`config.mk`:
```
export PLATFORM = sky130hd
export DESIGN_NAME = uart_brg
export DESIGN_NICKNAME = d
export VERILOG_FILES = /design/src/rtl/uart_brg.sv
export SDC_FILE = /design/constraint.sdc
export NUM_CORES = 1
export LEC_CHECK = 0
export CAP_MARGIN = 20
export CELL_PAD_IN_SITES_DETAIL_PLACEMENT = 2
export CELL_PAD_IN_SITES_GLOBAL_PLACEMENT = 2
export CORE_UTILIZATION = 30
export DETAILED_ROUTE_END_ITERATION = 12
export PLACE_DENSITY_LB_ADDON = 0.1
export SYNTH_ARGS = -nofsm -noshare
export SYNTH_HDL_FRONTEND = slang
export SYNTH_SLANG_ARGS = --single-unit
```
`constraint.sdc`:
```
create_clock -name clk -period 2.4 [get_ports clk]
set_input_delay 0.36 -clock clk [delete_from_list [all_inputs] [get_ports clk]]
set_output_delay 0.36 -clock clk [all_outputs]
set_load 0.005 [all_outputs]
```
`src/rtl/uart_brg.sv`:
```
// UART baud rate generator: SPBRG register, 16x sample strobe, bit strobe, RX phase resync.
// Define UART_BRG_ABD_EN to build the auto-baud measurement of a received 0x55.
module uart_brg #(
    parameter int unsigned OVERSAMPLE = 16,
    parameter int unsigned LO_DIV     = 4,
    parameter int unsigned ABD_CNT_W  = 18
) (
    input  logic       clk,
    input  logic       rst,
    input  logic [7:0] reg_data_in,
    input  logic       spbrg_reg_wr_en,
    output logic [7:0] spbrg_reg_out,
    input  logic       brgh,
    input  logic       brg_en,
    input  logic       rx_resync,
    output logic       sample_tick,
    output logic       bit_tick,
    output logic [3:0] bit_phase,
    input  logic       UART_RXD,
    input  logic       abd_start,
    output logic       abd_busy,
    output logic       abd_done,
    output logic       abd_ovf
);

    localparam int unsigned PRE_W = (LO_DIV > 1) ? $clog2(LO_DIV) : 1;
    localparam logic [PRE_W-1:0] PRE_MAX = PRE_W'(LO_DIV - 1);
    localparam logic [3:0] PH_MAX = 4'(OVERSAMPLE - 1);

    logic [7:0]       spbrg_q, spbrg_d;
    logic [PRE_W-1:0] pre_q, pre_d;
    logic [7:0]       brg_q, brg_d;
    logic [3:0]       phase_q, phase_d;
    logic             stick_q, stick_d;
    logic             btick_q, btick_d;

    logic             abd_hold;
    logic             abd_load;
    logic [7:0]       abd_val;

    always_comb begin
        spbrg_d = spbrg_q;
        pre_d   = pre_q;
        brg_d   = brg_q;
        phase_d = phase_q;
        stick_d = 1'b0;
        btick_d = 1'b0;
        if (spbrg_reg_wr_en) begin
            spbrg_d = reg_data_in;
            pre_d   = '0;
            brg_d   = reg_data_in;
            phase_d = 4'd0;
        end else if (abd_load) begin
            spbrg_d = abd_val;
            pre_d   = '0;
            brg_d   = abd_val;
            phase_d = 4'd0;
        end else if (rx_resync || !brg_en || abd_hold) begin
            // Preloading the divider makes the first tick land one full period after restart.
            pre_d   = '0;
            brg_d   = spbrg_q;
            phase_d = 4'd0;
        end else if (brgh || (pre_q == PRE_MAX)) begin
            pre_d = '0;
            if (brg_q == 8'd0) begin
                brg_d   = spbrg_q;
                stick_d = 1'b1;
                btick_d = (phase_q == PH_MAX);
                phase_d = (phase_q == PH_MAX) ? 4'd0 : phase_q + 4'd1;
            end else begin
                brg_d = brg_q - 8'd1;
            end
        end else begin
            pre_d = pre_q + PRE_W'(1);
        end
    end

    always_ff @(posedge clk or negedge rst) begin
        if (!rst) begin
            spbrg_q <= 8'd0;
            pre_q   <= '0;
            brg_q   <= 8'd0;
            phase_q <= 4'd0;
            stick_q <= 1'b0;
            btick_q <= 1'b0;
        end else begin
            spbrg_q <= spbrg_d;
            pre_q   <= pre_d;
            brg_q   <= brg_d;
            phase_q <= phase_d;
            stick_q <= stick_d;
            btick_q <= btick_d;
        end
    end

    assign spbrg_reg_out = spbrg_q;
    assign sample_tick   = stick_q;
    assign bit_tick      = btick_q;
    assign bit_phase     = phase_q;

`ifdef UART_BRG_ABD_EN
    typedef enum logic [1:0] {StIdle, StWaitFall, StWaitRise, StMeasure} abd_state_e;

    localparam int unsigned SH_HI = $clog2(OVERSAMPLE * 8);
    localparam int unsigned SH_LO = $clog2(OVERSAMPLE * 8 * LO_DIV);

    abd_state_e           state_q, state_d;
    logic [ABD_CNT_W-1:0] cnt_q, cnt_d;
    logic [2:0]           rise_q, rise_d;
    logic                 ovf_q, ovf_d;
    logic                 done_q, done_d;
    logic [1:0]           rxd_sync_q;
    logic                 rxd_prev_q;
    logic                 rxd_rise, rxd_fall;
    logic [ABD_CNT_W-1:0] measured, quot;
    logic                 quot_ok;

    assign rxd_rise = rxd_sync_q[1] & ~rxd_prev_q;
    assign rxd_fall = ~rxd_sync_q[1] & rxd_prev_q;
    // The 5th rise is seen in the cycle where cnt_q has not yet counted itself.
    assign measured = cnt_q + ABD_CNT_W'(1);
    assign quot     = brgh ? (measured >> SH_HI) : (measured >> SH_LO);
    assign quot_ok  = (quot != '0) && (quot <= ABD_CNT_W'(256));
    assign abd_val  = 8'(quot - ABD_CNT_W'(1));
    assign abd_hold = (state_q != StIdle) || abd_start;

    always_comb begin
        state_d  = state_q;
        cnt_d    = cnt_q;
        rise_d   = rise_q;
        ovf_d    = ovf_q;
        done_d   = 1'b0;
        abd_load = 1'b0;
        if (spbrg_reg_wr_en || !brg_en) begin
            state_d = StIdle;
        end else if (abd_start) begin
            ovf_d   = 1'b0;
            state_d = StWaitFall;
        end else begin
            case (state_q)
                StWaitFall: if (rxd_fall) state_d = StWaitRise;
                StWaitRise: begin
                    if (rxd_rise) begin
                        cnt_d   = '0;
                        rise_d  = 3'd1;
                        state_d = StMeasure;
                    end
                end
                StMeasure: begin
                    cnt_d = cnt_q + ABD_CNT_W'(1);
                    if (cnt_q == '1) begin
                        ovf_d   = 1'b1;
                        state_d = StIdle;
                    end else if (rxd_rise) begin
                        if (rise_q == 3'd4) begin
                            state_d = StIdle;
                            if (quot_ok) begin
                                abd_load = 1'b1;
                                done_d   = 1'b1;
                            end else begin
                                ovf_d = 1'b1;
                            end
                        end else begin
                            rise_d = rise_q + 3'd1;
                        end
                    end
                end
                default: state_d = StIdle;
            endcase
        end
    end

    always_ff @(posedge clk or negedge rst) begin
        if (!rst) begin
            state_q    <= StIdle;
            cnt_q      <= '0;
            rise_q     <= 3'd0;
            ovf_q      <= 1'b0;
            done_q     <= 1'b0;
            rxd_sync_q <= 2'b11;
            rxd_prev_q <= 1'b1;
        end else begin
            state_q    <= state_d;
            cnt_q      <= cnt_d;
            rise_q     <= rise_d;
            ovf_q      <= ovf_d;
            done_q     <= done_d;
            rxd_sync_q <= {rxd_sync_q[0], UART_RXD};
            rxd_prev_q <= rxd_sync_q[1];
        end
    end

    assign abd_busy = (state_q != StIdle);
    assign abd_done = done_q;
    assign abd_ovf  = ovf_q;
`else
    logic unused_abd;
    assign unused_abd = ^{UART_RXD, abd_start};
    assign abd_hold   = 1'b0;
    assign abd_load   = 1'b0;
    assign abd_val    = 8'h00;
    assign abd_busy   = 1'b0;
    assign abd_done   = 1'b0;
    assign abd_ovf    = 1'b0;
`endif

endmodule
```
# Word level (Yosys, flattened, before mapping)
# Cells that the tools add are included.
# totals
out_inout_bits	17
reg_bits	24
input_bits	16
elab_cells	38
# classes
eq_ne	2
n_reduce_logical	7
addsub	3
mux	20
# ops
op	count
two-way mux 8 bit	4
two-way mux 4 bit	5
logical NOT 8 bit	1
two-way mux 1 bit	8
subtractor 8 x 1 -> 8 bit, second input constant	1
two-way mux 2 bit	3
nonzero test 3 bit	2
adder 4 x 1 -> 4 bit, second input constant	1
equality test 4 bit, second input constant	1
adder 2 x 1 -> 2 bit, second input constant	1
equality test 2 bit, second input constant	1
logical OR 1 bit	2
AND reduction 2 bit	1
logical NOT 1 bit	1

# Depth between registers and ports, before layout
# depth
depth_word	6
mapped_depth	7
depth_no_buf	6

# Least setup slack after synthesis
# Ideal clock, no wire load.
# synth_path
path_kind	reg2reg
start	register brg_q[0]
end	register brg_q[5]
stages_incl_launch_ff	7
slack_ps	647
t_arrival_ps	1633
n_path_buf	0
cell_sequence	dfrtp_1 > inv_1 > ha_1 > nor4b_4 > a21oi_1 > or4_1 > o211a_1
# synth_via
elab_chain_len	5
# synth_rtl
element	line_no	source
start, declared	32	logic [7:0] brg_q, brg_d;
start signal, assigned	89	brg_q <= brg_d;
subtractor 8 x 1 -> 8 bit / logical NOT 8 bit (equally long branches)	71, 65	
two-way mux 8 bit (*)	65	if (brg_q == 8'd0) begin
two-way mux 8 bit (*)	63	end else if (brgh || (pre_q == PRE_MAX)) begin
two-way mux 8 bit (*)	58	end else if (rx_resync || !brg_en || abd_hold) begin
two-way mux 8 bit (*)	48	if (spbrg_reg_wr_en) begin
# Every way passes the cells marked *; elsewhere a longest branch is shown, timed or not. The select of a mux whose other input is x is not followed.
# A chain may end at the register's enable or synchronous reset.

# Worst setup path after layout
# Ends and elaborated chain as after synthesis.

==> results.md <==
* Fin util at 41.0%
* Worst-skew pair later-pin latency at 0.27 ns
* R2r startpoint: brg_q[0]
* Post-Route WL at 3.88 mm
* Reg2reg path depth at 6
* Commonest non-fill, non-tap cell in the layout: clkdlybuf4s50_1
* Vias in the first global route at 1,258
* Endpoint, Worst Hold: pre_q[0]
* Total CTS buffers at 3
* Status: finished, final reports clean
* Slew Viols, Final at 0
* Placeable core area at 4140 um2
* Die H at 68.7 um
* Leading cell types in the layout, fill and taps excluded: 27 x clkdlybuf4s50_1, 24 x dfrtp_1, 13 x nand2_1, 10 x a21oi_1, 9 x nor2_1
* Hold Path Depth at 1
* Mapped Cells at 132
* Die area at 4720 um2
* Post-synth top area share at 45.0%
* Mapped Area at 1330 um2
* DRT iter0 DRCs at 40
* Clock Skews at 0.00570 ns
* #FFs+latches synth at 24
* Sw Share at 28.7%
* Postcts setup bufs at 0
* Die W at 68.7 um
* Final RePlAce weighted congestion at 0.742
* Clk sinks at 24
* P_leak at 0.728 nW
* Synth area leaders: dfrtp_1 45%, a21oi_1 3.8%, ha_1 3.8%
* Int Power at 0.000645 W
* Worst-case clock buffer depth at 2
* Startpoint Class: flop
* Ys flop type: dfrtp_1
* Tot GR Track Use at 18.2%
* Routed len/inst at 18.4 um
* Fmax achieved at 493 MHz
* Worst setup EP type: flop
* Crit Path Max Fanout at 6
* Setup TNS at 0 ns
* Final setup fails at 0
* Worst hold slack at 0.451 ns
* HPWL after DPL at 2.85 mm
* Power Density at 532 nW/um2
* Cell Rows at 23
* Share of post-route cells with drive strength above 1 at 10.6%
* Critical Path AT at 2.19 ns
* Final Total Pwr at 0.000904 W
* Initial antenna violation count at 0
* Worst vdd ir at 0.000228 V
* Tcrit/Tclk final at 84.5%
* Port bufs at 27
* Worst reg2reg setup slack at 0.37 ns
* Worst min path class: reg -> reg
* Max-Cap Viols at 0
* Maximum number of pins on one net before global-route repair at 25
* I/O Pins at 33
* CTS root buf: clkbuf_8
* Post-CTS sizing at 0
* Comb pwr share at 21.5%
* Syn_area_per_cell at 10.1 um2
* DRC at 0
* Global route overflow at 0
* EDFF count, synth at 0
* Min cycle time layout at 2.03 ns
* Seq/Total Area, Yosys at 45.0%
* Initial core utilization at 32.2%
* Clock power frac at 26.3%
* Yosys Warn Count at 0
* Reg power frac at 52.2%
* Post-synth ARST share at 100%
* Clock H-tree levels at 1
* Worst r2r dst: brg_q[5]
* Worst-path clk slew at 0.08 ns
* HP Start: pre_q[0]
* Synth unique cells at 48
* Switching power at 0.000260 W
* RSZ-0062 raised after global routing: false
* Post-DR vias/cell at 5.42
* Post-DRT Antenna Nets at 0
* First-pass DRT Iterations at 4
* # diodes at 0
* First-pass GRT wire length at 6.16 mm
* Nets at 183
* CP Class: reg -> reg
* Area delta synth->final at 27.4%
* Via Count at 1,143
* TritonCTS clock tree: yes
* Fin. Hold Viols at 0
* CP required at 2.56 ns
* Synth area leader: dfrtp_1
* Hold buffer count at CTS at 0
==> cell families (layout without fill, tap and decap cells) <==
logic type	count (synthesis)	after routing	synth area share, %
xor gates and xnor gates	4	4	2.63
buffers and inverters	13	40	5.16
and+or+nand+nor	45	45	20.0
other	1	3	0.281
adders and majority gates	4	4	3.75
muxes	5	5	4.13
DFF	24	24	45.0
AOI/OAI and AO/OA	36	36	19.0
==> worst max-delay path, stage by stage (launching register included) <==
cell     delay, ns
dfrtp_1       0.44
inv_1         0.15
ha_1          0.20
nor4b_4       0.40
a21oi_1       0.18
or4_1         0.42
o211a_1       0.14
==> worst max-delay path by stage <==
stage | from | end | slack (ns)
CTS | brg_q[0] | brg_q[5] | 0.36
detailed placement | brgh | brg_q[5] | 0.25
floorplan | brg_q[0] | brg_q[5] | 0.65
global placement | brgh | brg_q[5] | 0.24
global route | brg_q[0] | brg_q[5] | 0.19
finish | brg_q[0] | brg_q[5] | 0.37
==> layer usage <==
metal / wire, um / global-route usage (%) / vias up
met4: 54 / 6.25 / 0
met1: 1800 / 23.0 / 577
met2: 1900 / 31.3 / 24
met3: 126 / 2.63 / 7
li1: - / - / 535
met5: 0 / 0 / -
==> state kept, by name, summed over array words and instances, names as in the netlist <==
signal         flops
pre_q              2
spbrg_reg_out      8
brg_q              8
bit_tick           1
bit_phase          4
sample_tick        1
==> synthesized netlist by cell type, drive strengths merged, types with 3 or more instances <==
master,instances
inv,6
nand3,3
a21o,4
and2,3
a21oi,11
mux2,4
ha,4
buf,5
o21ai,3
o211ai,3
nand2,13
xor2,3
dfrtp,24
nor2,10
==> stage by stage <==
step | setup WS [ns] | cell area (um2) | instances
after floorplan | 0.647 | 1340 | 134
after CTS | 0.356 | 1700 | 211
after global placement | 0.244 | 1660 | 208
after detailed placement | 0.252 | 1660 | 208
after global routing | 0.189 | 1700 | 211
final | 0.372 | 1700 | 211
==> cell type report <==
class	count	area [um2]
clock buffers	3	41.3
repair buffers	31	300
fillers	452	2440
multi-input cells	97	672
inverters	6	22.5
well taps	50	62.6
flip-flops and latches	24	601
==> power by group through the flow <==
stage	registers [W]	clock network, W	logic (W)
6_report	0.000472	0.000238	0.000194
3_5_place_dp	0.000480	0	0.000196
4_1_cts	0.000472	0.000253	0.000198
2_1_floorplan	0.000472	0	0.000106
5_1_grt	0.000477	0.000264	0.000217
3_3_place_gp	0.000477	0	0.000186
No activity file was read; power rests on OpenSTA's default activity.
